===== config.mk =====
export PLATFORM = sky130hd
export DESIGN_NAME = demod_frame_sync_ctrl
export DESIGN_NICKNAME = d
export VERILOG_FILES = /design/src/rtl/demod_frame_sync_ctrl.sv
export SDC_FILE = /design/constraint.sdc
export NUM_CORES = 1
export LEC_CHECK = 0
export CORE_MARGIN = 2
export CORE_UTILIZATION = 40
export CTS_CLUSTER_SIZE = 12
export DETAILED_ROUTE_END_ITERATION = 8
export GPL_TIMING_DRIVEN = 0
export PLACE_DENSITY_LB_ADDON = 0.08
export REMOVE_ABC_BUFFERS = 1
export SETUP_SLACK_MARGIN = 0.5
export SLEW_MARGIN = 20
export SYNTH_ARGS = -nofsm -noshare
export SYNTH_HDL_FRONTEND = slang
export SYNTH_SLANG_ARGS = --single-unit

===== constraint.sdc =====
create_clock -name clk -period 5.3 [get_ports clk]
set_input_delay 0.795 -clock clk [delete_from_list [all_inputs] [get_ports clk]]
set_output_delay 0.795 -clock clk [all_outputs]
set_load 0.01 [all_outputs]

===== src/rtl/demod_frame_sync_ctrl.sv =====
// Frame-sync controller: hunts for a sync word, confirms it over consecutive
// frame periods, then flywheels on frame timing. In lock it forwards payload
// words through a one-deep output register with SOF/EOF markers.
module demod_frame_sync_ctrl #(
  parameter int                DATA_W    = 16,
  parameter logic [DATA_W-1:0] SYNC_WORD = 16'hFFFF,
  parameter int                FRAME_LEN = 8,
  parameter int                CONFIRM   = 2,
  parameter int                MISS_MAX  = 2
) (
  input  logic              clk,
  input  logic              rst,
  input  logic [DATA_W-1:0] in_data,
  input  logic              in_valid,
  output logic              in_ready,
  output logic [DATA_W-1:0] out_data,
  output logic              out_valid,
  input  logic              out_ready,
  output logic              out_sof,
  output logic              out_eof,
  output logic              locked,
  output logic [7:0]        frame_cnt,
  output logic              sync_err
);

  localparam logic [7:0] LAST_POS  = 8'(FRAME_LEN);
  localparam logic [3:0] CONFIRM_N = 4'(CONFIRM);
  localparam logic [3:0] MISS_N    = 4'(MISS_MAX);

  typedef enum logic [1:0] {SEARCH, VERIFY, LOCKED} state_t;

  state_t     state_reg;
  logic [7:0] pos_reg;
  logic [3:0] hits_reg;
  logic [3:0] miss_reg;

  logic       accept;
  logic       match;
  logic       sync_slot;
  logic [7:0] pos_next;
  logic [3:0] hits_inc;
  logic [3:0] miss_inc;

  // Output register is one deep: accept whenever it is empty or draining.
  assign in_ready  = !out_valid || out_ready;
  assign accept    = in_valid && in_ready;
  assign match     = (in_data == SYNC_WORD);
  assign sync_slot = (pos_reg == 8'd0);
  assign pos_next  = (pos_reg == LAST_POS) ? 8'd0 : pos_reg + 8'd1;
  assign hits_inc  = hits_reg + 4'd1;
  assign miss_inc  = miss_reg + 4'd1;
  assign locked    = (state_reg == LOCKED);

  // Sync FSM, slot counter and output register in one sequential block.
  always_ff @(posedge clk) begin
    if (rst) begin
      state_reg <= SEARCH;
      pos_reg   <= 8'd0;
      hits_reg  <= 4'd0;
      miss_reg  <= 4'd0;
      out_data  <= '0;
      out_valid <= 1'b0;
      out_sof   <= 1'b0;
      out_eof   <= 1'b0;
      frame_cnt <= 8'd0;
      sync_err  <= 1'b0;
    end else begin
      sync_err <= 1'b0;
      // Drain first; a load below in the same cycle overrides it.
      if (out_valid && out_ready) begin
        out_valid <= 1'b0;
      end
      if (accept) begin
        case (state_reg)
          SEARCH: begin
            // Non-matching words are simply dropped while hunting.
            if (match) begin
              hits_reg  <= 4'd1;
              pos_reg   <= 8'd1;
              state_reg <= (CONFIRM_N == 4'd1) ? LOCKED : VERIFY;
            end
          end
          VERIFY: begin
            if (sync_slot) begin
              if (match) begin
                hits_reg <= hits_inc;
                pos_reg  <= 8'd1;
                if (hits_inc == CONFIRM_N) begin
                  state_reg <= LOCKED;
                end
              end else begin
                // The failing word is consumed, not re-tried as a candidate.
                hits_reg  <= 4'd0;
                state_reg <= SEARCH;
              end
            end else begin
              pos_reg <= pos_next;
            end
          end
          LOCKED: begin
            if (sync_slot) begin
              if (match) begin
                miss_reg <= 4'd0;
                pos_reg  <= 8'd1;
              end else if (miss_inc == MISS_N) begin
                miss_reg  <= 4'd0;
                hits_reg  <= 4'd0;
                pos_reg   <= 8'd0;
                sync_err  <= 1'b1;
                state_reg <= SEARCH;
              end else begin
                // Flywheel: keep frame timing through a missed sync word.
                miss_reg <= miss_inc;
                pos_reg  <= 8'd1;
              end
            end else begin
              out_data  <= in_data;
              out_valid <= 1'b1;
              out_sof   <= (pos_reg == 8'd1);
              out_eof   <= (pos_reg == LAST_POS);
              if (pos_reg == LAST_POS) begin
                frame_cnt <= frame_cnt + 8'd1;
              end
              pos_reg <= pos_next;
            end
          end
          default: state_reg <= SEARCH;
        endcase
      end
    end
  end

endmodule


==> impl_metrics.tcl, run 1 <==
set metrics [dict create \
    status "finished clean" \
    route.vias.total 2175 \
    critical_path_class "input port to register" \
    reg2reg_depth 7 \
    drc 0 \
    finalNonFillerCells 407 \
    die_area_um2 6410 \
    synth-edff-count 0 \
    place_hpwl_um 3930 \
    ys.flop_type "dfxtp_1" \
    reg2reg_to "hits_reg[2]$_SDFFE_PP0P_" \
    placed_area_um2 2880 \
    maxSlewViolCount 0 \
    nets 366 \
    top_level_ports 50 \
    crit_start "in_data[8]" \
    die_y_um 80.1 \
    ant_nets 0 \
    total_leakage_power_nw 1.11 \
    async_flop_share_pct 0 \
    cts_sinks 46 \
    grtUsageTotal_pct 18.3 \
    hp-class "register to register" \
    synth.distinct_cells 45 \
    swShare_pct 22.5 \
    cp.arrival_ns 3.07 \
    areaGrowthSynthToFinish_pct 27.9 \
    fin_crit_sh_pct 53.5 \
    place_congestion 0.767 \
    clkPwrFrac_pct 35.4 \
    routed_via_density 5.34 \
    maxSlewHeadroom_pct 48.4 \
    antenna_found_initial 0 \
    rows 27 \
    grt_pass1_vias 2067 \
    endpoint_kind "register" \
    cp_max_fo 6 \
    worst_setup_path_start_kind "input port" \
    syn_area_per_cell_um2 8.01 \
    dr.pass1.iters 4 \
    max_cap_violations 0 \
    cts_resized 0 \
    dieWidth_um 80.1 \
    cts_buffers 5 \
    antenna_cells 0 \
    portBuffers 49 \
    dpl.cell_count 399 \
    finalSetupViolations 0 \
    p_per_area_nw_per_um2 199 \
    p_seq_share_pct 58.9 \
    grt_pass1_wl_um 9370 \
    hold_slack_ns 0.456 \
    grt_setup_unrepaired "no" \
    start_util_pct 41.8 \
    fin_skew_ns 0.00596 \
    reg2reg_setup_slack_ns 3.13 \
    path_clk_slew_ns 0.08 \
    largest_reg_flops 16 \
    first_iter_violations 138 \
    min_period_ns 2.84 \
    cts_tree "done" \
    tightest_slew_ns 0.772 \
    finalSetupTns_ns 0 \
    dp_slack_ns 2.15 \
    ys_warn_count 0 \
    stdcell_area_um2 2960 \
    layout_setup_ws_ns 2.46 \
    p_int_mw 0.456 \
    rr_startpoint "miss_reg[0]$_SDFFE_PP0P_" \
    cts_hold_buf 0 \
    clock-root-buffer "clkbuf_8" \
    hold_viol 0 \
    synthesis.area_um2 2320 \
    post_cts.repair.setup_buffers 0 \
    grt_max_degree 38 \
    p_switching_mw 0.132 \
    ys_seq_area_share_pct 39.8 \
    worstPathRequired_ns 5.53 \
    wl_per_cell_um 13.4 \
    ys_ff_latch 46 \
    synthCells 289 \
    crit_path_end "hits_reg[2]$_SDFFE_PP0P_" \
    final_layout_size_suffix_gt1_share_pct 6.27 \
    p_comb_share_pct 5.7 \
    fmax_mhz 353 \
    clk_latency_ns 0.30 \
    clock_path_buffers 2 \
    htree_levels 2 \
    grt_overflow 0 \
    vdd.ir_drop.worst_v 0.0000838 \
    core_area_um2 5540 \
    drt-total-wl_um 5450 \
]
-- area by class of cell --
type | instances | area, µm²
clock buffers | 6 | 72.6
clock inverters | 2 | 13.8
fillers | 576 | 2580
inverters | 10 | 37.5
multi-input cells | 220 | 1310
flip-flops and latches | 46 | 921
well taps | 72 | 90.1
repair buffers | 51 | 513
-- worst min path at each step --
stage                                          from                         to  cells after the start
after CTS                 out_data[14]$_SDFFE_PP0P_  out_data[14]$_SDFFE_PP0P_                      2
after global routing       out_data[2]$_SDFFE_PP0P_   out_data[2]$_SDFFE_PP0P_                      2
final                      out_data[5]$_SDFFE_PP0P_   out_data[5]$_SDFFE_PP0P_                      2
after detailed placement  out_data[14]$_SDFFE_PP0P_  out_data[14]$_SDFFE_PP0P_                      2
after floorplan            miss_reg[3]$_SDFFE_PP0P_   miss_reg[3]$_SDFFE_PP0P_                      2
after global placement         out_sof$_SDFFE_PP0P_       out_sof$_SDFFE_PP0P_                      2
-- per-stage QoR --
step                      total power, mW  util, %
after floorplan                     0.363        -
final                               0.588     53.5
after CTS                           0.597     53.5
after global routing                0.614     53.5
after global placement              0.387     51.4
after detailed placement            0.388     51.9
-- metal layers --
metal	track usage, %	vias to the layer above	share of wire, %	wire length, µm
met5	0	-	0	0
met4	7.97	0	1.4	74
met3	3.60	5	4.5	244
met2	29.3	42	46	2510
met1	24.0	1019	48	2630
li1	-	1109	-	-
-- cell usage in the layout (no fill, tap or decap), drive strengths merged, types with 5 or more instances in the layout --
cell / netlist / routed
and2: 5 / 5
and3: 9 / 9
xor2: 5 / 5
dfxtp: 46 / 46
a21oi: 35 / 35
nor2: 28 / 28
inv: 10 / 10
clkdlybuf4s50: 0 / 48
nand3: 13 / 13
ha: 12 / 12
nand4: 11 / 11
nand2: 41 / 41
nor3: 10 / 10
clkbuf: 12 / 6
o21ai: 13 / 13
-- critical path, cell delays in order --
cell             delay (ns)
clkdlybuf4s50_1        0.49
nand4_1                0.19
or4_4                  0.62
a22oi_4                0.24
nand2_4                0.09
or4_1                  0.49
a21oi_1                0.15
-- power groups by stage --
stage,Sequential [mW],Combinational (mW),Clock (mW)
CTS,0.347,0.0337,0.217
floorplan,0.355,0.00856,0
global route,0.347,0.0372,0.230
finish,0.347,0.0335,0.208
detailed placement,0.355,0.0335,0
global placement,0.355,0.0321,0
-- synthesized netlist by cell type, types with 2 or more instances --
master / instances / area share (%)
dfxtp_1: 46 / 40
nand2_1: 40 / 6.5
a21oi_1: 35 / 7.6
nor2_1: 28 / 4.5
nand3_1: 13 / 2.8
clkbuf_1: 12 / 1.9
ha_1: 12 / 6.5
o21ai_0: 12 / 2.6
nand4_1: 11 / 3.0
inv_1: 10 / 1.6
and3_1: 9 / 2.4
nor3_1: 9 / 1.9
xor2_1: 5 / 1.9
and2_1: 4 / 1.1
a31oi_1: 3 / 0.81
nor4_1: 3 / 0.81
a21boi_0: 2 / 0.65
a32oi_1: 2 / 0.76
o221ai_1: 2 / 0.76
o31ai_1: 2 / 0.65
o41ai_1: 2 / 0.76
or3b_2: 2 / 0.76
or4_1: 2 / 0.65
xnor2_1: 2 / 0.76
-- cells by family (layout without fill, tap and decap cells) --
family | after synthesis | after routing | synth area share (%)
DFF | 46 | 46 | 39.8
buffers and inverters | 23 | 69 | 3.78
adders and majority gates | 12 | 12 | 6.48
xor gates and xnor gates | 7 | 7 | 2.65
muxes | 1 | 1 | 0.432
and+or+nand+nor | 135 | 135 | 30.2
AOI/OAI and AO/OA | 65 | 65 | 16.7
Power figures use the tool's default switching activity.
==> run 2, diff against run 1 <==
Clock period 5.3 ns to 2.4 ns, I/O delays scaled along.
==> run 2 against run 1 <==
- utilization is 4.8 points higher
- critical path depth stayed put
- non-clock buffer count is 16 higher
- cell count is 3.9% higher
- power is 120% higher
- critical path type is now register to register
==> impl_metrics.tcl, run 2 (synthesis gave the netlist of run 1 again) <==
set metrics [dict create \
    cp.arrival_ns 2.16 \
    hold_viol 0 \
    gr-max-usage-layer "met2" \
    maxSlewHeadroom_pct 71.7 \
    finalSetupViolations 0 \
    cp_max_fo 6 \
    p_per_area_nw_per_um2 404 \
    clk_latency_ns 0.30 \
    dp_slack_ns -0.313 \
    route.vias.total 2242 \
    htree_levels 2 \
    drc 0 \
    reg2reg_depth 7 \
    nets 382 \
    antenna_found_initial 0 \
    clock_path_buffers 2 \
    reg2reg_setup_slack_ns 0.48 \
    grt_pass1_wl_um 9710 \
    top_level_ports 50 \
    rr_startpoint "miss_reg[0]$_SDFFE_PP0P_" \
    core_area_um2 5540 \
    final_cell_mix "40 x nand2_1, 39 x dfxtp_1, 33 x a21oi_1, 31 x clkdlybuf4s50_1, 25 x nor2_1" \
    rows 27 \
    cts_buffers 5 \
    worstPathRequired_ns 2.64 \
    layout_setup_ws_ns 0.480 \
    total_leakage_power_nw 1.24 \
    grt_overflow 0 \
    grtUsageTotal_pct 19.0 \
    wl_per_cell_um 13.6 \
    hp-class "input port to register" \
    die_y_um 80.1 \
    vdd.ir_drop.worst_v 0.000187 \
    grt_util_met1_pct 25.7 \
    start_util_pct 41.8 \
    final_layout_size_suffix_gt1_share_pct 20.8 \
    reg2reg_to "hits_reg[1]$_SDFFE_PP0P_" \
    layout_commonest_cell "nand2_1" \
    crit_start "miss_reg[0]$_SDFFE_PP0P_" \
    crit_path_end "hits_reg[1]$_SDFFE_PP0P_" \
    tightest_slew_ns 0.423 \
    ant_nets 0 \
    status "finished clean" \
    p_total_mw 1.30 \
    cts_tree "done" \
    dieWidth_um 80.1 \
    maxSlewViolCount 0 \
    antenna_cells 0 \
    fin_crit_sh_pct 80.0 \
    largest_reg_flops 16 \
    clock-root-buffer "clkbuf_8" \
    fin_skew_ns 0.00869 \
    die_area_um2 6410 \
    met2_usage_pct 30.1 \
    fmax_mhz 521 \
    path_clk_slew_ns 0.09 \
    first_iter_violations 133 \
    grt_pass1_vias 2110 \
    max_cap_violations 0 \
    cts_sinks 46 \
    portBuffers 49 \
    worst_setup_path_start_kind "register" \
    routed_via_density 5.30 \
    areaGrowthSynthToFinish_pct 39.4 \
    place_hpwl_um 3930 \
    grtUsageMet3_pct 3.93 \
    grt_max_degree 38 \
    grt_setup_unrepaired "yes" \
    min_period_ns 1.92 \
    dr.pass1.iters 4 \
    place_congestion 0.767 \
    endpoint_kind "register" \
    drt-total-wl_um 5740 \
    critical_path_class "register to register" \
]
## run 2: cell count changes in the layout (fill, tap and decap cells not counted), moves of 5 or more
cell             before  now
dlygate4sd2_1         0   16
clkdlybuf4s50_1      48   31
dfxtp_1              46   39
dfxtp_2               0    5
buf_4                 1   16
ha_1                 12    7
## run 2: cell type report
class / count / area [µm²]
Tap cell: 72 / 90.1
Timing Repair Buffer: 67 / 617
Inverter: 10 / 37.5
Clock inverter: 2 / 13.8
Fill cell: 559 / 2310
Clock buffer: 6 / 72.6
Sequential cell: 46 / 935
Multi-Input combinational cell: 220 / 1460
## run 2: through the flow
| step | cells | setup TNS, ns | utilization (%) | area (µm²) | hold WS (ns) |
|---|---|---|---|---|---|
| after floorplan | 276 | 0 | - | 2270 | 0.429 |
| after global placement | 397 | -18.29 | 51.4 | 2850 | 0.439 |
| after detailed placement | 399 | -2.52 | 51.9 | 2880 | 0.446 |
| after CTS | 419 | 0 | 56.4 | 3130 | 0.388 |
| after global routing | 423 | 0 | 58.3 | 3230 | 0.407 |
| final | 423 | 0 | 58.3 | 3230 | 0.388 |
## run 2: how the worst min path moves through the flow
stage               slack (ns)  cells after the start                   endpoint                      start
global route              0.41                      2   miss_reg[0]$_SDFFE_PP0P_                        rst
CTS                       0.39                      2  frame_cnt[5]$_SDFFE_PP0P_                        rst
global placement          0.44                      2       out_sof$_SDFFE_PP0P_       out_sof$_SDFFE_PP0P_
detailed placement        0.45                      2  out_data[14]$_SDFFE_PP0P_  out_data[14]$_SDFFE_PP0P_
floorplan                 0.43                      1  frame_cnt[1]$_SDFFE_PP0P_                        rst
finish                    0.39                      2  frame_cnt[5]$_SDFFE_PP0P_                        rst
## run 2: what timing repair did
| action | CTS | global route |
|---|---|---|
| hold buffers | 0 | 0 |
| setup endpoints to repair | 43 | 23 |
| setup buffers | 12 | 4 |
| gates resized for setup | 42 | 25 |
| pin swaps | 14 | 12 |
| endpoints found under the hold margin | 0 | 0 |
## run 2: metal layers
layer / up-vias / wire (µm)
met1: 1062 / 2780
met2: 31 / 2700
li1: 1143 / -
met4: 0 / 76
met5: - / 0
met3: 6 / 187
## run 2: worst max-delay path, stage by stage, from the launching register on
cell     delay [ns]
dfxtp_4        0.37
ha_4           0.16
or2_1          0.21
o21ai_2        0.06
a31oi_2        0.11
o21a_2         0.27
or4_4          0.54
a21oi_2        0.13
## run 2: power breakdown
group	switching [mW]	leakage (nW)	internal [mW]	total, mW
logic	0.0398	0.817	0.0339	0.0736
clock network	0.261	0.0452	0.206	0.467
registers	0.00219	0.375	0.761	0.764
==> run 3, diff against run 2 <==
Clock period 2.4 ns to 1.5 ns, I/O delays scaled along.
==> run 3 against run 2 <==
- the run now ends with negative setup slack left
- critical path depth unchanged
- non-clock buffer count up 50
- wire length up 38%
- critical path type unchanged
- clock-buffer cell count unchanged
- first-iteration DRC count up 62%
- die area unchanged
- via count up 18%
- cell count up 12%
- utilization up 14 points
- combinational power up 120%
- global-route usage up 4.0 points
- sequential power up 57%
==> impl_metrics.tcl, run 3 (synthesis gave the netlist of run 1 again) <==
set metrics [dict create \
    status "complete, but fails checks" \
    violations "negative setup slack" \
    critical_path_class "register to register" \
    cts_hold_buf 0 \
    cts_sinks 46 \
    layout_setup_ws_ns -0.435 \
    grtUsageTotal_pct 23.0 \
    rr_startpoint "miss_reg[0]$_SDFFE_PP0P_" \
    die_y_um 80.1 \
    tightest_slew_ns 0.395 \
    cp.arrival_ns 2.10 \
    worstPathRequired_ns 1.67 \
    fin_util_pct 72.4 \
    reg2reg_setup_slack_ns -0.44 \
    p_per_area_nw_per_um2 533 \
    finalNonFillerCells 475 \
    holdPathEnd "out_data[5]$_SDFFE_PP0P_" \
    reg2reg_depth 7 \
    maxSlewViolCount 0 \
    routed_via_density 5.57 \
    final_cell_mix "50 x buf_4, 38 x buf_6, 31 x nand2_1, 30 x a21oi_1" \
    grt_pass1_vias 2437 \
    dpl.cell_count 399 \
    maxSlewHeadroom_pct 73.3 \
    antenna_found_initial 0 \
    fin_skew_ns 0.00792 \
    largest_reg_flops 16 \
    route.vias.total 2648 \
    drt-total-wl_um 7900 \
    core_area_um2 5540 \
    start_util_pct 41.8 \
    cts_buffers 5 \
    dieWidth_um 80.1 \
    total_leakage_power_nw 1.69 \
    vdd.ir_drop.worst_v 0.000417 \
    hold_viol 0 \
    hold_slack_ns 0.144 \
    final_layout_size_suffix_gt1_share_pct 55.3 \
    min-delay-start "in_data[5]" \
    top_level_ports 50 \
    grt_pass1_wl_um 11600 \
    areaGrowthSynthToFinish_pct 73.2 \
    reg2reg_to "state_reg[1]$_SDFFE_PP0P_" \
    rows 27 \
    fin_crit_sh_pct 129 \
    wl_per_cell_um 16.6 \
    portBuffers 49 \
    hold_depth 3 \
    ant_nets 0 \
    endpoint_kind "register" \
    grt_setup_unrepaired "yes" \
    min_period_ns 1.94 \
    layout_commonest_cell "buf_4" \
    place_congestion 0.767 \
    nets 434 \
    worst_setup_path_start_kind "register" \
    p_total_mw 2.14 \
    hp-class "input port to register" \
    max_cap_violations 0 \
    first_iter_violations 216 \
    htree_levels 2 \
    path_clk_slew_ns 0.09 \
    fmax_mhz 517 \
    cp_max_fo 6 \
    clk_latency_ns 0.31 \
    dr.pass1.iters 4 \
    finalSetupViolations 47 \
    grt_max_degree 38 \
    clock_path_buffers 2 \
    fillCellCount 402 \
    antenna_cells 0 \
    clock-root-buffer "clkbuf_8" \
    grt_overflow 0 \
    cts_tree "done" \
    drc 0 \
    place_hpwl_um 3930 \
    die_area_um2 6410 \
]
==> run 3: changes by cell type in the layout (fill, tap and decap cells not counted), moves of 5 or more <==
cell             delta
buf_6              +37
buf_4              +34
clkdlybuf4s50_1    -30
dfxtp_1            -29
dfxtp_2            +20
dlygate4sd2_1      -12
dfxtp_4             +9
nand2_1             -9
clkbuf_2            +8
nand2_2             +8
o21ai_0             -6
buf_2               +5
o21ai_1             +5
==> run 3: area by class of cell <==
type	instances	area (µm²)	area share [%]
inverters	10	42.5	1.06
well taps	72	90.1	2.25
flip-flops and latches	46	993	24.8
clock inverters	2	13.8	0.343
clock buffers	6	72.6	1.81
repair buffers	117	1070	26.8
multi-input cells	222	1730	43.0
==> run 3: per-stage QoR <==
step | setup TNS (ns) | cell area, µm² | worst slack [ns]
2_1_floorplan | -8.64 | 2270 | -0.505
3_3_place_gp | -52.64 | 2850 | -1.96
3_5_place_dp | -31.81 | 2880 | -1.08
4_1_cts | -3.93 | 3540 | -0.403
5_1_grt | -13.95 | 4010 | -0.512
6_report | -10.52 | 4010 | -0.435
==> run 3: critical path: stages (launching register included) <==
cell and delay, ns:
dfxtp_4 0.38, ha_4 0.17, or2_1 0.21, o21ai_2 0.08, a31oi_4 0.11, o21a_4 0.25
buf_4 0.16, o41ai_1 0.44
==> run 3: repair_timing <==
action / in CTS / in global routing
pin swaps: 36 / 49
gates resized for setup: 256 / 89
setup endpoints to repair: 76 / 72
setup buffers: 42 / 22
gates cloned: 2 / 2
==> run 3: metal layers <==
metal	global-route usage [%]	vias to the layer above	part of all wire (%)	routed length (µm)
met5	0	-	0	0
met1	29.8	1271	42	3290
met2	38.0	97	50	3940
li1	-	1254	-	-
met3	4.49	26	5.4	430
met4	8.64	0	3.0	236
==> run 3: worst max path at each step <==
stage | slack (ns) | to | from
after detailed placement | -1.08 | pos_reg[0]$_SDFFE_PP0P_ | in_data[8]
after global routing | -0.51 | state_reg[1]$_SDFFE_PP0P_ | miss_reg[0]$_SDFFE_PP0P_
after global placement | -1.96 | pos_reg[3]$_SDFFE_PP0P_ | in_data[9]
final | -0.44 | state_reg[1]$_SDFFE_PP0P_ | miss_reg[0]$_SDFFE_PP0P_
after floorplan | -0.51 | state_reg[1]$_SDFFE_PP0P_ | in_data[8]
after CTS | -0.40 | hits_reg[2]$_SDFFE_PP0P_ | miss_reg[0]$_SDFFE_PP0P_
==> run 3: power breakdown <==
group | internal, mW | switching (mW)
combinational | 0.0735 | 0.0880
sequential | 1.20 | 0.00126
clock | 0.330 | 0.442
